[src/rtl/hw_ctrl_seq.sv]
// hw_ctrl_seq
// -----------
// Hardwired controller for the teaching CPU. It keeps its own beat timing
// (W1..Wn) and the st0 phase flag, and decodes the console switch mode and
// the instruction opcode into the datapath control strobes.
//
// Ports
//   t3                 system clock, all state changes on the rising edge
//   clr                synchronous active-low reset
//   swc, swb, swa      console mode select, mode = {swc,swb,swa}
//   ir                 opcode field, only the upper 4 bits are decoded
//   c, z               carry and zero flags from the datapath
//   step               (HW_CTRL_SINGLE_STEP_EN only) single-step request
//   w                  one-hot current beat, w[0] = W1
//   st0_o              phase flag
//   drw ... long_o     datapath strobes
//   s                  ALU function select
//   sel                register select {sel3,sel2,sel1,sel0}
//
// Optional feature
//   HW_CTRL_SINGLE_STEP_EN adds the step input. In run mode with st0=1 the
//   last beat of every instruction then stalls until a rising step is seen.

module hw_ctrl_seq #(
    parameter int IR_W      = 4,
    parameter int MAX_BEATS = 3,
    parameter int S_W       = 4
) (
    input  logic                 t3,
    input  logic                 clr,
    input  logic                 swc,
    input  logic                 swb,
    input  logic                 swa,
    input  logic [IR_W-1:0]      ir,
    input  logic                 c,
    input  logic                 z,
`ifdef HW_CTRL_SINGLE_STEP_EN
    input  logic                 step,
`endif
    output logic [MAX_BEATS-1:0] w,
    output logic                 st0_o,
    output logic                 drw,
    output logic                 pcinc,
    output logic                 lpc,
    output logic                 lar,
    output logic                 pcadd,
    output logic                 arinc,
    output logic                 selctl,
    output logic                 memw,
    output logic                 stop,
    output logic                 lir,
    output logic                 ldz,
    output logic                 ldc,
    output logic                 cin,
    output logic                 m,
    output logic                 abus,
    output logic                 sbus,
    output logic                 mbus,
    output logic                 short_o,
    output logic                 long_o,
    output logic [S_W-1:0]       s,
    output logic [3:0]           sel
);

    typedef enum logic [1:0] {
        BEAT_W1 = 2'd0,
        BEAT_W2 = 2'd1,
        BEAT_W3 = 2'd2,
        BEAT_W4 = 2'd3
    } beat_t;

    beat_t      r_beat;
    beat_t      w_nextBeat;
    logic       r_st0;
    logic       w_nextSt0;
    logic [2:0] r_swLatched;
    logic [2:0] w_sw;
    logic       w_modeChange;
    logic [3:0] w_opcode;
    logic       w_holdBeat;
    logic       w_idleMode;

    assign w_sw         = {swc, swb, swa};
    assign w_modeChange = (w_sw != r_swLatched);
    assign w_opcode     = ir[IR_W-1 -: 4];
    assign w_idleMode   = r_swLatched[2] && (r_swLatched[1:0] != 2'b00);
    assign st0_o        = r_st0;
    assign w            = MAX_BEATS'(1) << r_beat;

`ifdef HW_CTRL_SINGLE_STEP_EN
    logic r_stepPrev;
    logic w_stepRelease;

    // Step is level-sampled; only its rising edge releases a stalled
    // instruction, so holding step high runs exactly one instruction.
    assign w_stepRelease = step && !r_stepPrev;

    always_ff @(posedge t3) begin
        if (!clr) begin
            r_stepPrev <= 1'b0;
        end else begin
            r_stepPrev <= step;
        end
    end
`endif

    // State register. Reset wins over a mode change, which wins over the
    // normal beat/st0 update. A mode change restarts the new mode at W1 with
    // st0 cleared and latches the new switch setting.
    always_ff @(posedge t3) begin
        if (!clr) begin
            r_beat      <= BEAT_W1;
            r_st0       <= 1'b0;
            r_swLatched <= w_sw;
        end else if (w_modeChange) begin
            r_beat      <= BEAT_W1;
            r_st0       <= 1'b0;
            r_swLatched <= w_sw;
        end else begin
            r_beat      <= w_nextBeat;
            r_st0       <= w_nextSt0;
        end
    end

    // Strobe decode and next-state logic. Strobes stay at zero during reset
    // and during the cycle in which the switches differ from the latched mode.
    always_comb begin
        drw = 1'b0; pcinc = 1'b0; lpc = 1'b0; lar = 1'b0; pcadd = 1'b0;
        arinc = 1'b0; selctl = 1'b0; memw = 1'b0; stop = 1'b0; lir = 1'b0;
        ldz = 1'b0; ldc = 1'b0; cin = 1'b0; m = 1'b0; abus = 1'b0;
        sbus = 1'b0; mbus = 1'b0; short_o = 1'b0; long_o = 1'b0;
        s = '0;
        sel = 4'b0000;
        w_nextSt0 = r_st0;
        w_nextBeat = BEAT_W1;
        w_holdBeat = 1'b0;

        if (clr && !w_modeChange) begin
            case (r_swLatched)
                3'b000: begin
                    if (!r_st0) begin
                        if (r_beat == BEAT_W1) begin
                            sbus = 1'b1; lpc = 1'b1; short_o = 1'b1;
                            w_nextSt0 = 1'b1;
                        end
                    end else begin
                        case (r_beat)
                            BEAT_W1: begin
                                lir = 1'b1; pcinc = 1'b1;
                            end
                            BEAT_W2: begin
                                case (w_opcode)
                                    4'b0001: begin
                                        s = S_W'(4'b1001); cin = 1'b1; abus = 1'b1;
                                        drw = 1'b1; ldz = 1'b1; ldc = 1'b1;
                                    end
                                    4'b0010: begin
                                        s = S_W'(4'b0110); abus = 1'b1;
                                        drw = 1'b1; ldz = 1'b1; ldc = 1'b1;
                                    end
                                    4'b0011: begin
                                        s = S_W'(4'b1011); m = 1'b1; abus = 1'b1;
                                        drw = 1'b1; ldz = 1'b1;
                                    end
                                    4'b0100: begin
                                        s = S_W'(4'b0000); abus = 1'b1;
                                        drw = 1'b1; ldz = 1'b1; ldc = 1'b1;
                                    end
                                    4'b0101: begin
                                        s = S_W'(4'b1010); m = 1'b1; abus = 1'b1;
                                        lar = 1'b1; long_o = 1'b1;
                                    end
                                    4'b0110: begin
                                        s = S_W'(4'b1111); m = 1'b1; abus = 1'b1;
                                        lar = 1'b1; long_o = 1'b1;
                                    end
                                    4'b0111: pcadd = c;
                                    4'b1000: pcadd = z;
                                    4'b1001: begin
                                        s = S_W'(4'b1111); m = 1'b1; abus = 1'b1;
                                        lpc = 1'b1;
                                    end
                                    4'b1110: stop = 1'b1;
                                    default: ;
                                endcase
                            end
                            BEAT_W3: begin
                                if (w_opcode == 4'b0101) begin
                                    mbus = 1'b1; drw = 1'b1;
                                end else if (w_opcode == 4'b0110) begin
                                    s = S_W'(4'b1010); m = 1'b1; abus = 1'b1;
                                    memw = 1'b1;
                                end
                            end
                            default: ;
                        endcase
`ifdef HW_CTRL_SINGLE_STEP_EN
                        // The last beat of an instruction is any beat past W1
                        // that does not request a longer cycle.
                        if ((r_beat != BEAT_W1) && !long_o && !w_stepRelease) begin
                            stop = 1'b1;
                        end
`endif
                    end
                end
                3'b001: begin
                    if (r_beat == BEAT_W1) begin
                        sbus = 1'b1; stop = 1'b1; short_o = 1'b1; selctl = 1'b1;
                        if (!r_st0) begin
                            lar = 1'b1;
                            w_nextSt0 = 1'b1;
                        end else begin
                            memw = 1'b1; arinc = 1'b1;
                        end
                    end
                end
                3'b010: begin
                    if (r_beat == BEAT_W1) begin
                        stop = 1'b1; short_o = 1'b1; selctl = 1'b1;
                        if (!r_st0) begin
                            sbus = 1'b1; lar = 1'b1;
                            w_nextSt0 = 1'b1;
                        end else begin
                            mbus = 1'b1; arinc = 1'b1;
                        end
                    end
                end
                3'b011: begin
                    selctl = 1'b1; stop = 1'b1;
                    if (r_beat == BEAT_W1) begin
                        sel = 4'b0001;
                    end else if (r_beat == BEAT_W2) begin
                        sel = 4'b1011;
                    end
                end
                3'b100: begin
                    sbus = 1'b1; drw = 1'b1; selctl = 1'b1; stop = 1'b1;
                    if (r_beat == BEAT_W1) begin
                        sel = r_st0 ? 4'b1001 : 4'b0011;
                    end else if (r_beat == BEAT_W2) begin
                        sel = r_st0 ? 4'b1110 : 4'b0100;
                        w_nextSt0 = !r_st0;
                    end
                end
                default: ;
            endcase
        end

        // In the console modes stop is only the wait request to the external
        // clock gate: every t3 edge that arrives there is an operator release,
        // so the beat advances. In run mode stop freezes the beat internally.
        w_holdBeat = stop && (r_swLatched == 3'b000);

        if (w_idleMode) begin
            w_nextBeat = BEAT_W1;
        end else if (w_holdBeat) begin
            w_nextBeat = r_beat;
        end else begin
            case (r_beat)
                BEAT_W1: w_nextBeat = short_o ? BEAT_W1 : BEAT_W2;
                BEAT_W2: w_nextBeat = long_o ? BEAT_W3 : BEAT_W1;
                BEAT_W3: w_nextBeat = ((MAX_BEATS == 4) && long_o) ? BEAT_W4 : BEAT_W1;
                default: w_nextBeat = BEAT_W1;
            endcase
        end
    end

endmodule
[config.mk]
export PLATFORM = sky130hd
export DESIGN_NAME = hw_ctrl_seq
export DESIGN_NICKNAME = d
export VERILOG_FILES = /design/src/rtl/hw_ctrl_seq.sv
export SDC_FILE = /design/constraint.sdc
export NUM_CORES = 1
export LEC_CHECK = 0
export BUFFER_PORTS_ARGS = -buffer_cell sky130_fd_sc_hd__buf_2
export CAP_MARGIN = 5
export CORE_ASPECT_RATIO = 1.75
export CORE_MARGIN = 2
export CORE_UTILIZATION = 40
export DETAILED_ROUTE_END_ITERATION = 7
export PLACE_DENSITY = 0.69
export SYNTH_ARGS = -nofsm -noshare
export SYNTH_HDL_FRONTEND = slang
export SYNTH_SLANG_ARGS = --single-unit
export TNS_END_PERCENT = 10
[constraint.sdc]
create_clock -name t3 -period 2.3 [get_ports t3]
set_clock_uncertainty 0.1 [all_clocks]
set_input_delay 0.115 -clock t3 [delete_from_list [all_inputs] [get_ports t3]]
set_output_delay 0.115 -clock t3 [all_outputs]
set_load 0.01 [all_outputs]
==> results_dict.tcl <==
set metrics [dict create \
    finalSetupViolations 0 \
    drt-wirelength-per-cell_um 14.36 \
    fin_crit_sh_pct 95.11 \
    pwr-share-seq_pct 28.1 \
    initialDrtViolationCount 24 \
    grt-ovfl-total 0 \
    max_slew_margin_pct 68.60 \
    nNetsFinal 198 \
    grt_usage_pct 19.87 \
    gp_congestion 0.8314 \
    worstReg2RegEnd "r_beat[0]" \
    mappedNetlistArea_um2 992.2 \
    drt_wl_total_mm 2.986 \
    global_route_wire_length_before_repair_mm 4.609 \
    placementRows 23 \
    clk_root_buffer_cell "sky130_fd_sc_hd__clkbuf_8" \
    syn_nets 156 \
    critPathSlowestCell "sky130_fd_sc_hd__or3_4" \
    floorplan.die.width_um 41.65 \
    share_of_post_route_cells_with_drive_strength_above_1_pct 33.33 \
    route.detailed.vias_per_inst 5.909 \
    diode_insertion_count_for_antenna_repair 0 \
    min_period_ns 2.188 \
    slowest_stage_delay_on_critical_path_ns 0.43 \
    hold_crit_path_type "primary input to flop" \
    syn_avg_cell_area_um2 6.987 \
    final_design_area_no_fill_um2 1303 \
    synth-warning-count 0 \
    max_freq_mhz 457.1 \
    fin_setup_tns_ns 0 \
    cts_tree "done" \
    yosysSeqAreaShare_pct 15.13 \
    vdd_drop_max_v 0.0002062 \
    regToRegSetupSlack_ns 0.38 \
    numCtsBuffers 3 \
    synthesis.instances 142 \
    power_density_normalized_to_cell_area_nw_per_um2 335.3 \
    cp_max_fo 9 \
    fin_hold_ws_ns 0.002374 \
    ctsLongestPathBuffers 2 \
    vias 1229 \
    worst-r2r-cell-count 5 \
    worstPathRequired_ns 2.09 \
    post_synthesis_async_set_or_reset_flop_share_pct 0 \
    p_int_uw 297.4 \
    syn2layout_area_growth_pct 31.27 \
    power_frac_clock_pct 37.8 \
    layout.filler_cells 235 \
    outcome "finished, final reports clean" \
    grt_pass1_vias 1077 \
    clock_sink_count 6 \
    final-max-slew-violation-count 0 \
    grt_max_degree 17 \
    drc_markers 0 \
    timing.critical_path.from "r_swLatched[2]" \
    rsz0062_at_grt "false" \
    drt_first_pass_iters 4 \
    clkTransAtPathRegs_ns 0.04 \
    worst_setup_path_end_kind "output port" \
    critical_path_arrival_ns 1.97 \
    grt_antenna_before_repair 0 \
    placement.cell_area_um2 1216 \
    category_of_the_most_critical_setup_path "flop to output port" \
    dieArea_um2 2911 \
    ant_nets 0 \
    cp-start-kind "flop" \
    placeableCoreArea_um2 2331 \
    worst_setup_path_endpoint "ldz" \
    total_leakage_power_uw 0.0005722 \
    io_buffer_count 41 \
    max_cap_violations 0 \
    timing_worst_slew_pin_value_ns 0.4660 \
    die-height_um 69.89 \
    design.portCount 42 \
    sw_frac_of_total_pct 31.91 \
    ys_seq_elements 6 \
    clock_insertion_delay_worst_skew_ns 0.22 \
    synth-edff-count 3 \
    report.final.hold_viol_count 0 \
    floorplan.initialDensity_pct 42.57 \
    share_comb_of_total_power_pct 34.1 \
    ctsHtreeMaxLevel 1 \
    post-cts-setup-buffer-count 0 \
    switchingPower_uw 139.4 \
    critical_path_cell_by_cell "xnor2_1 > and4_1 > inv_4 > or3_4 > nor4_4 > buf_2" \
    hpwl_mm 2.323 \
    dominantRegCellSynth "sky130_fd_sc_hd__edfxtp_1" \
    yosys.cell_types.count 53 \
    worstReg2RegStart "r_swLatched[0]" \
]
-- registers in the layout, summed over array words and instances, names as in the netlist --
name / count
r_beat: 2
r_swLatched: 3
st0_o: 1
-- critical path, delay by kind of cell (launching register included) --
family        cells  cell delay (ns)
buf+inv           2             0.20
simple gates      3             0.97
xor+xnor          1             0.17
flops             1             0.40
-- cells in the mapped netlist (2+ instances only) --
master                      n  share of area [%]
sky130_fd_sc_hd__and3_1     2                1.3
sky130_fd_sc_hd__nand3_1    5                2.5
sky130_fd_sc_hd__a211oi_1   2                1.5
sky130_fd_sc_hd__xnor2_1    4                3.5
sky130_fd_sc_hd__a21oi_1   11                5.5
sky130_fd_sc_hd__nor3_1     7                3.5
sky130_fd_sc_hd__buf_4      2                1.5
sky130_fd_sc_hd__o21ai_0    8                4.0
sky130_fd_sc_hd__xor2_1     3                2.6
sky130_fd_sc_hd__nor4_1     3                1.9
sky130_fd_sc_hd__nor3b_1    3                2.3
sky130_fd_sc_hd__ha_1       3                3.8
sky130_fd_sc_hd__buf_1      2               0.76
sky130_fd_sc_hd__and2_1     3                1.9
sky130_fd_sc_hd__nand2_1   12                4.5
sky130_fd_sc_hd__nand2b_1   2                1.3
sky130_fd_sc_hd__dfxtp_1    3                6.1
sky130_fd_sc_hd__o211a_1    2                2.0
sky130_fd_sc_hd__inv_1      6                2.3
sky130_fd_sc_hd__a31oi_1    2                1.3
sky130_fd_sc_hd__nor2_1    13                4.9
sky130_fd_sc_hd__edfxtp_1   3                9.1
sky130_fd_sc_hd__clkbuf_1   7                2.6
sky130_fd_sc_hd__nand4_1    2                1.3
sky130_fd_sc_hd__nor3b_2    2                2.5
sky130_fd_sc_hd__nor2b_1    3                1.9
-- cells by family after synthesis --
group           Yosys count  synth area share (%)
simple gates             66                 38.59
compound gates           39                 25.85
buf+inv                  20                 9.458
xor+xnor                  7                 6.179
flops                     6                 15.13
fa+ha+maj                 3                 3.784
mux                       1                 1.009
-- metal layers --
layer  global-route usage (%)  vias up  part of all wire (%)
met4                    11.11        0                   3.0
met3                    4.134       10                   5.0
li1                         -      605                     -
met2                    36.28       46                    55
met1                    19.97      568                    37
met5                        0        -                     0
-- metrics by stage --
stage / utilization [%] / total power, uW / std cells / setup slack (ns)
global placement: 52.17 / 260.0 / 202 / 0.2564
CTS: 54.32 / 432.8 / 206 / 0.08235
global route: 55.88 / 467.0 / 208 / 0.01249
finish: 55.88 / 436.8 / 208 / 0.1125
floorplan: - / 220.9 / 142 / 0.3448
detailed placement: 52.17 / 265.0 / 202 / 0.1937
-- layout make-up --
class / count / area, um^2 / area share [%]
repair buffers: 50 / 277.8 / 21.33
well taps: 25 / 31.28 / 2.402
multi-input cells: 116 / 769.5 / 59.08
flip-flops and latches: 6 / 150.1 / 11.53
clock buffers: 4 / 45.04 / 3.458
inverters: 7 / 28.78 / 2.209
-- cells in the final DEF, fill, tap and decap left out, types with 4 or more instances in the layout --
cell	count
sky130_fd_sc_hd__nand2_1	12
sky130_fd_sc_hd__o21ai_0	8
sky130_fd_sc_hd__buf_2	41
sky130_fd_sc_hd__a21oi_1	11
sky130_fd_sc_hd__nand3_1	5
sky130_fd_sc_hd__nor2_1	13
sky130_fd_sc_hd__inv_1	6
sky130_fd_sc_hd__xnor2_1	4
sky130_fd_sc_hd__buf_4	7
sky130_fd_sc_hd__nor3_1	7
-- power groups by stage --
stage	clock (uW)	combinational [uW]	sequential, uW
3_5_place_dp	0	140	125
4_1_cts	169	141	123
3_3_place_gp	0	136	124
5_1_grt	181	163	123
2_1_floorplan	0	96.0	125
6_report	165	149	123
-- how the worst min path moves through the flow --
stage,startpoint,end,cells past startpoint
global route,swa,r_swLatched[0],1
CTS,swa,r_swLatched[0],1
finish,swa,r_swLatched[0],1
floorplan,swa,r_swLatched[0],0
global placement,swa,r_swLatched[0],1
detailed placement,swa,r_swLatched[0],1
-- timing repair --
item                                    CTS  global route
endpoints found under the hold margin     0             2
resized for setup                         1             3
endpoints found under the setup margin    1             2
hold buffers                              0             2
Note: power is estimated with default switching activity, not from simulation.
